<file path="config.mk">
export PLATFORM = sky130hd
export DESIGN_NAME = product_accumulator_flat
export DESIGN_NICKNAME = d
export VERILOG_FILES = /design/src/rtl/product_accumulator_if.sv /design/src/rtl/product_accumulator.sv /design/src/flat_wrapper.sv
export SDC_FILE = /design/constraint.sdc
export NUM_CORES = 1
export LEC_CHECK = 0
export BUFFER_PORTS_ARGS = -buffer_cell sky130_fd_sc_hd__buf_2
export CORE_ASPECT_RATIO = 0.6
export CORE_MARGIN = 1
export CORE_UTILIZATION = 30
export CTS_BUF_LIST = sky130_fd_sc_hd__clkbuf_8
export DETAILED_ROUTE_END_ITERATION = 12
export PLACE_DENSITY = 0.6
export SYNTH_ARGS = -nofsm -noshare
export SYNTH_HDL_FRONTEND = slang
export SYNTH_SLANG_ARGS = --single-unit
</file>
<file path="constraint.sdc">
create_clock -name clk -period 2 [get_ports clk]
set_clock_uncertainty 0.1 [all_clocks]
set_input_delay 0.1 -clock clk [delete_from_list [all_inputs] [get_ports clk]]
set_output_delay 0.1 -clock clk [all_outputs]
set_load 0.01 [all_outputs]
</file>
<file path="src/rtl/product_accumulator_if.sv">
// Handshake bundle between the 4x4 multiplier, the product accumulator and its consumer.
// master = product source / result sink side, slave = accumulator side.
interface product_accumulator_if #(
    parameter int PW    = 8,
    parameter int ACC_W = 16
);
    logic [PW-1:0]    p_in;
    logic             p_valid;
    logic             p_ready;
    logic [ACC_W-1:0] acc_out;
    logic             acc_valid;
    logic             acc_ready;
    logic             busy;
    logic             overflow;

    modport master (
        output p_in, p_valid, acc_ready,
        input  p_ready, acc_out, acc_valid, busy, overflow
    );

    modport slave (
        input  p_in, p_valid, acc_ready,
        output p_ready, acc_out, acc_valid, busy, overflow
    );
endinterface

</file>
<file path="src/rtl/product_accumulator.sv">
// Sums N_TERMS unsigned products per frame and hands the total downstream over valid/ready.
// Optional build macro ACC_SATURATE_EN clamps the sum at all-ones instead of wrapping.
module product_accumulator #(
    parameter int PW      = 8,
    parameter int ACC_W   = 16,
    parameter int N_TERMS = 4
) (
    input  logic                  clk,
    input  logic                  rst,
    product_accumulator_if.slave  bus
);
    localparam int            CW   = 8;
    localparam logic [CW-1:0] LAST = CW'(N_TERMS - 1);

    typedef enum logic {ACCUM, HOLD} state_t;

    state_t           state_q, state_d;
    logic [ACC_W-1:0] acc_q, acc_d;
    logic [ACC_W-1:0] acc_out_q, acc_out_d;
    logic [CW-1:0]    count_q, count_d;
    logic             ovf_q, ovf_d;

    logic             accept;
    logic [ACC_W:0]   sum;
    logic [ACC_W-1:0] acc_next;

    assign accept = bus.p_valid && (state_q == ACCUM);
    // One extra bit keeps the carry so overflow is visible in both builds.
    assign sum    = {1'b0, acc_q} + (ACC_W+1)'(bus.p_in);

`ifdef ACC_SATURATE_EN
    assign acc_next = sum[ACC_W] ? '1 : sum[ACC_W-1:0];
`else
    assign acc_next = sum[ACC_W-1:0];
`endif

    always_comb begin
        state_d   = state_q;
        acc_d     = acc_q;
        acc_out_d = acc_out_q;
        count_d   = count_q;
        ovf_d     = ovf_q;
        case (state_q)
            ACCUM: begin
                if (accept) begin
                    acc_d = acc_next;
                    ovf_d = ovf_q | sum[ACC_W];
                    if (count_q == LAST) begin
                        acc_out_d = acc_next;
                        count_d   = '0;
                        state_d   = HOLD;
                    end else begin
                        count_d = count_q + CW'(1);
                    end
                end
            end
            HOLD: begin
                // Nothing is accepted in the handshake cycle; next frame starts a cycle later.
                if (bus.acc_ready) begin
                    acc_d   = '0;
                    ovf_d   = 1'b0;
                    state_d = ACCUM;
                end
            end
            default: state_d = ACCUM;
        endcase
    end

    always_ff @(posedge clk or posedge rst) begin
        if (rst) begin
            state_q   <= ACCUM;
            acc_q     <= '0;
            acc_out_q <= '0;
            count_q   <= '0;
            ovf_q     <= 1'b0;
        end else begin
            state_q   <= state_d;
            acc_q     <= acc_d;
            acc_out_q <= acc_out_d;
            count_q   <= count_d;
            ovf_q     <= ovf_d;
        end
    end

    assign bus.p_ready   = (state_q == ACCUM);
    assign bus.acc_valid = (state_q == HOLD);
    assign bus.acc_out   = acc_out_q;
    assign bus.overflow  = ovf_q;
    assign bus.busy      = (count_q != '0) || (state_q == HOLD);
endmodule

</file>
<file path="src/flat_wrapper.sv">
// flat-port wrapper written by rule: the top's interface ports become plain ports
module product_accumulator_flat 
#(
    parameter int PW      = 8,
    parameter int ACC_W   = 16,
    parameter int N_TERMS = 4
)
  (clk, rst, bus_p_in, bus_p_valid, bus_acc_ready, bus_p_ready, bus_acc_out, bus_acc_valid, bus_busy, bus_overflow);
  product_accumulator_if #(.PW(PW), .ACC_W(ACC_W)) bus_i ();
  input  logic clk;
  input  logic rst;
  input wire logic [$bits(bus_i.p_in)-1:0] bus_p_in;
  input wire logic [$bits(bus_i.p_valid)-1:0] bus_p_valid;
  input wire logic [$bits(bus_i.acc_ready)-1:0] bus_acc_ready;
  output wire logic [$bits(bus_i.p_ready)-1:0] bus_p_ready;
  output wire logic [$bits(bus_i.acc_out)-1:0] bus_acc_out;
  output wire logic [$bits(bus_i.acc_valid)-1:0] bus_acc_valid;
  output wire logic [$bits(bus_i.busy)-1:0] bus_busy;
  output wire logic [$bits(bus_i.overflow)-1:0] bus_overflow;
  assign bus_i.p_in = bus_p_in;
  assign bus_i.p_valid = bus_p_valid;
  assign bus_i.acc_ready = bus_acc_ready;
  assign bus_p_ready = bus_i.p_ready;
  assign bus_acc_out = bus_i.acc_out;
  assign bus_acc_valid = bus_i.acc_valid;
  assign bus_busy = bus_i.busy;
  assign bus_overflow = bus_i.overflow;
  product_accumulator #(.PW(PW), .ACC_W(ACC_W), .N_TERMS(N_TERMS)) u_core (.clk(clk), .rst(rst), .bus(bus_i));
endmodule
</file>
Word-level counts from Yosys, hierarchy flattened
Cells that the tools add are included.

cells by class
  bitwise logic cells = 2
  mux-type cells = 11
  reduce and logical (&&, ||, !) cells = 6
  add/subtract/negate cells = 2
  equality and inequality tests = 3

operator list
  operator                                              count
  2-to-1 mux 16 bit                                     2
  one-hot mux 16 bit (2 select lines)                   1
  adder 16 x 8 -> 17 bit                                1
  adder 8 x 1 -> 8 bit (second input constant)          1
  equality test 8 x 2 -> 1 bit (second input constant)  1
  2-to-1 mux 8 bit                                      1
  nonzero test 8 bit                                    1
  2-to-1 mux 1 bit                                      5
  one-hot mux 1 bit (2 select lines)                    2
  AND reduction 2 bit                                   2
  AND reduction 3 bit                                   1
  != test 2 x 1 -> 1 bit (second input constant)        1
  != test 2 bit (second input constant)                 1
  logical AND 1 bit                                     1
  logical OR 1 bit                                      1
  inverter 1 bit                                        1
  OR 1 bit                                              1

storage, ports and cells
  logic and storage cells = 29
  bits in registers = 42

Longest topological paths before layout
  depth after elaboration = 4
  gate-level depth with buffers = 7
  depth with buffers taken out = 7

Worst setup path before layout
No wires, ideal clock.

  kind = flip-flop to flip-flop
  from = register u_core.acc_q[0]
  to = register u_core.ovf_q, in the netlist u_core.bus.overflow
  path buffers = 0
  period minus slack after synthesis = 2169 ps
  setup slack = -169 ps
  cell stages (with the launch flop) = 8
  data arrival time = 1939 ps
  setup time = 130 ps
  required time = 1770 ps
  path through = dfrtp_1 -> ha_1 -> fa_1 -> a211oi_1 -> o211ai_1 -> and2_1 -> a41oi_1 -> a21oi_1

between the ends
  cells in the longest elaborated chain, start to end = 4

ends and longest elaborated chain
  what                                RTL line                   source
  start, declared                     product_accumulator.sv:18  logic [ACC_W-1:0] acc_q, acc_d;
  start signal, assigned              product_accumulator.sv:72  acc_q <= '0;
  start signal, assigned              product_accumulator.sv:78  acc_q <= acc_d;
  adder 16 x 8 -> 17 bit              product_accumulator.sv:29  assign sum = {1'b0, acc_q} + (ACC_W+1)'(bus.p_in);
  OR 1 bit                            product_accumulator.sv:47  ovf_d = ovf_q | sum[ACC_W];
  2-to-1 mux 1 bit                    product_accumulator.sv:45  if (accept) begin
  one-hot mux 1 bit (2 select lines)  product_accumulator.sv:43  case (state_q)
  end signal, assigned                product_accumulator.sv:81  ovf_q <= ovf_d;
  end, declared                       product_accumulator.sv:21  logic ovf_q, ovf_d;

No other way between the ends. The select of a mux whose other input is x is not followed.
A chain may end at the register's enable or synchronous reset.

Worst setup path in the final report
Same ends and word-level chain as after synthesis.

==> impl_summary.md <==
Outcome
The run finished, with violations left. The final reports fail on negative setup slack.

Floorplan
The die area is 8155 µm². The floorplan row count is 24. The placeable core region is 7387 µm². The initial utilization of the core area, before any placement, comes to 31.62%. The x dimension of the die is 115.9 µm. The vertical die dimension is 70.35 µm. During I/O placement, the number of pins put on the boundary was 32.

STA
The relative max-transition margin is 41.42%. Setup repair after global routing could not meet its margin everywhere. Across all setup checks in the final design, the least slack found is -0.1475 ns. For the pin with the worst max-slew slack, the measured transition is 0.8787 ns. The final period utilization is 107.4%. The worst hold-check slack is 0.05152 ns. The count of final hold-check violations came to 0. The number of setup violations in the final report is 14. The final critical-path required period is 2.148 ns. The highest clock rate is 465.6 MHz. The count of pins over their slew limit is 0.

Power and ir drop
The share of total power dissipated in sequential elements is 33.0%. The combinational share of power is 52.4%. For this design the total switching power over the nets is 1540 µW. Of the total power, the share spent switching nets is 39.53%. The reported leakage power is 0.001365 µW. The total internal power is 2356 µW. IR analysis of the VDD net gives a maximum drop of 0.3067 mV. The power per cell area is 1274 nW/µm². In this run, the clock network consumes 14.6% of the power.

Synth
The sequential-to-total area share from yosys stat is 44.99%. Summed over all instances, the cell type with the most area after synthesis is dfrtp_1. In the post-synthesis netlist, the biggest area contributors are dfrtp_1 45%, ha_1 5.4%, nand2_1 5.1%. The total nets after synthesis is 265. After technology mapping, the gate count stands at 242. In this run the cell area of the synthesized design comes to 2336 µm². Synthesis inferred 42 register bits. The number of warnings issued by yosys is 0.

The fraction of post-synthesis cell area in the top cell type by area is 44.99%. The number of different library cells in the post-synthesis netlist is 42. The most frequently used flop master after synthesis is dfrtp_1. The share of async-settable or async-resettable flops after synthesis is 100.0%. The number of enable flip-flop cells after synthesis is 0. A synthesized cell averages 9.653 µm².

Clocking
The number of buffers on the longest clock path is 2. The clock net sink count is 42. Buffers inserted during clock tree synthesis total 5. The maximum level of the CTS H-tree is 2. Clock latency on the worst-skew pair, taken at its later pin, is 0.30 ns. The post-CTS clock slew at the launch and capture registers of the worst setup and hold paths is 0.08 ns.

TritonCTS built the clock tree. The tree is rooted in a clkbuf_8.

Worst setup path
Of all nets on the critical path, the largest fanout is 3. The worst setup path is launched from a flip-flop. Data on the critical path arrives at its endpoint at 2.23 ns. The required arrival time at the worst endpoint is 2.09 ns. The worst setup path is of the reg2reg kind. The worst setup path is captured at a flip-flop.

Routing
The sum of routed wire segments on met1 is 3292 µm. The total met2 wirelength after detailed routing is 2136 µm. The post-detailed-routing wire length is 5746 µm.

The post-detailed-route DRC marker count is 0. The number of DRC markers in iteration 0 is 124. The detailed-route wire length per cell is 14.08 µm. After detailed routing, the met3 layer carries 269 µm of wire.

The first detailed-routing pass ran for 4 iterations. The highest layer touched by signal routing is met4. Once detail routing completed, the nets flagged for antenna violations numbered 0.

The detailed router placed 1960 vias in this run. After detailed routing, the number of vias per cell comes to 4.804.

Finish
The number of antenna diodes in the final layout is 0. Leaving out fill and tap cells, the most frequent cells in the layout are 42 x dfrtp_1, 32 x nand2_1, 31 x buf_2. The area growth from synthesis to layout is 30.91%. The most frequent standard cell in the layout excluding fill and tap cells is dfrtp_1. The final layout net count is 326.

The final design utilization is 41.40%. After routing the design area is 3058 µm². Cells with a size suffix above 1 make up 33.22% of the layout.

Global route
Global routing used 15.49% of the available tracks across all layers. Global routing finished with a remaining overflow of 0. The maximum number of pins on one net before global-route repair is 43. The wire length of the first global-routing pass is 9653 µm. The via count of the first global-routing pass is 1880. The initial antenna violation count is 0.

Placement
The post-place instance area is 2766 µm². The weighted congestion reported at the end of routability-driven placement is 0.8098. The count of port buffers added during placement is 31. The half-perimeter wire length after detailed placement is 4307 µm.

Job
The max-capacitance violation count is 0.

Hold path
The worst hold path belongs to the class in2reg.
sequential cells by signal, summed over array words and instances, names as in the netlist:
name and cells:
u_core.acc_q 16, u_core.bus.overflow 1, u_core.bus.acc_valid 1, u_core.bus.acc_out 16, u_core.count_q 8
worst paths after layout:
check | from | to | slack [ns] | cells after the start
setup / recovery | u_core.acc_q[0] | u_core.bus.overflow | -0.15 | 8
hold / removal | bus_p_valid | u_core.bus.overflow | 0.05 | 3
setup reg to reg | u_core.acc_q[0] | u_core.bus.overflow | -0.15 | 8
hold reg to reg | u_core.bus.acc_out[6] | u_core.bus.acc_out[6] | 0.37 | 2
max in group asynchronous | rst | u_core.acc_q[11] | 1.04 | 4
min in group asynchronous | rst | u_core.count_q[4] | 0.38 | 4
power by group through the flow:
| stage | Clock [µW] | Sequential [µW] | Combinational [µW] |
|---|---|---|---|
| final | 568 | 1290 | 2040 |
| after global routing | 631 | 1330 | 2260 |
| after CTS | 593 | 1270 | 1830 |
| after detailed placement | 0 | 1280 | 1770 |
| after global placement | 0 | 1270 | 1740 |
| after floorplan | 0 | 1310 | 1130 |
critical path, cell delays in order, from the launching register on:
cell and delay, ns:
dfrtp_1 0.39, ha_2 0.19, fa_2 0.35, a211oi_2 0.26, o211ai_1 0.19, buf_4 0.17
and2_4 0.16, a41oi_2 0.16, a21oi_1 0.06
metal layers:
layer,vias to the layer above,GRT usage [%]
met5,-,0
met4,0,4.274
met3,5,3.212
met2,41,18.92
met1,911,25.91
li1,1003,-
final cells by class:
| type | instances | area (µm²) |
|---|---|---|
| Clock inverter | 2 | 8.758 |
| Fill cell | 752 | 4329 |
| Multi-Input combinational cell | 183 | 1335 |
| Inverter | 7 | 26.28 |
| Tap cell | 104 | 130.1 |
| Sequential cell | 42 | 1051 |
| Clock buffer | 6 | 82.58 |
| Timing Repair Buffer | 64 | 424.2 |
synth_stat cells, drive strengths merged (2+ instances only):
library cell,n
dfrtp,42
nand2,32
o21ai,22
nand3,17
a21oi,11
nor2,11
ha,10
a31oi,9
xnor2,9
a21o,7
inv,7
a22o,6
buf,6
a211o,5
nand4,5
o31ai,5
xor2,5
clkbuf,4
nor3,4
and3,3
nand2b,3
a41oi,2
and2,2
and4,2
mux2,2
nor2b,2
o211ai,2
per-stage QoR:
step	power [µW]	std cells	setup slack [ns]	TNS, ns
final	3896	408	-0.1475	-0.9654
after global routing	4219	408	-0.2510	-2.675
after CTS	3692	402	-0.09985	-0.7304
after detailed placement	3047	392	-0.1333	-0.8620
after global placement	3014	392	-0.06138	-0.4088
after floorplan	2443	242	0.001885	0
what timing repair did:
action / 4_1_cts / 5_1_grt
resized for setup: 10 / 21
endpoints found under the hold margin: 44 / 0
hold buffers: 2 / 0
setup endpoints to repair: 14 / 23
pin swaps: 3 / 11
buffers inserted: 0 / 6
kinds of logic after synthesis:
family,after synthesis,share of synthesized area (%)
AO/OA/AOI/OAI,72,20.35
XOR/XNOR,14,5.249
adder cells (fa/ha/maj),11,6.213
buffers and inverters,17,3.910
flip-flops,42,44.99
multiplexers,3,1.393
AND/OR/NAND/NOR,83,17.89
No activity file was read; power rests on OpenSTA's default activity.
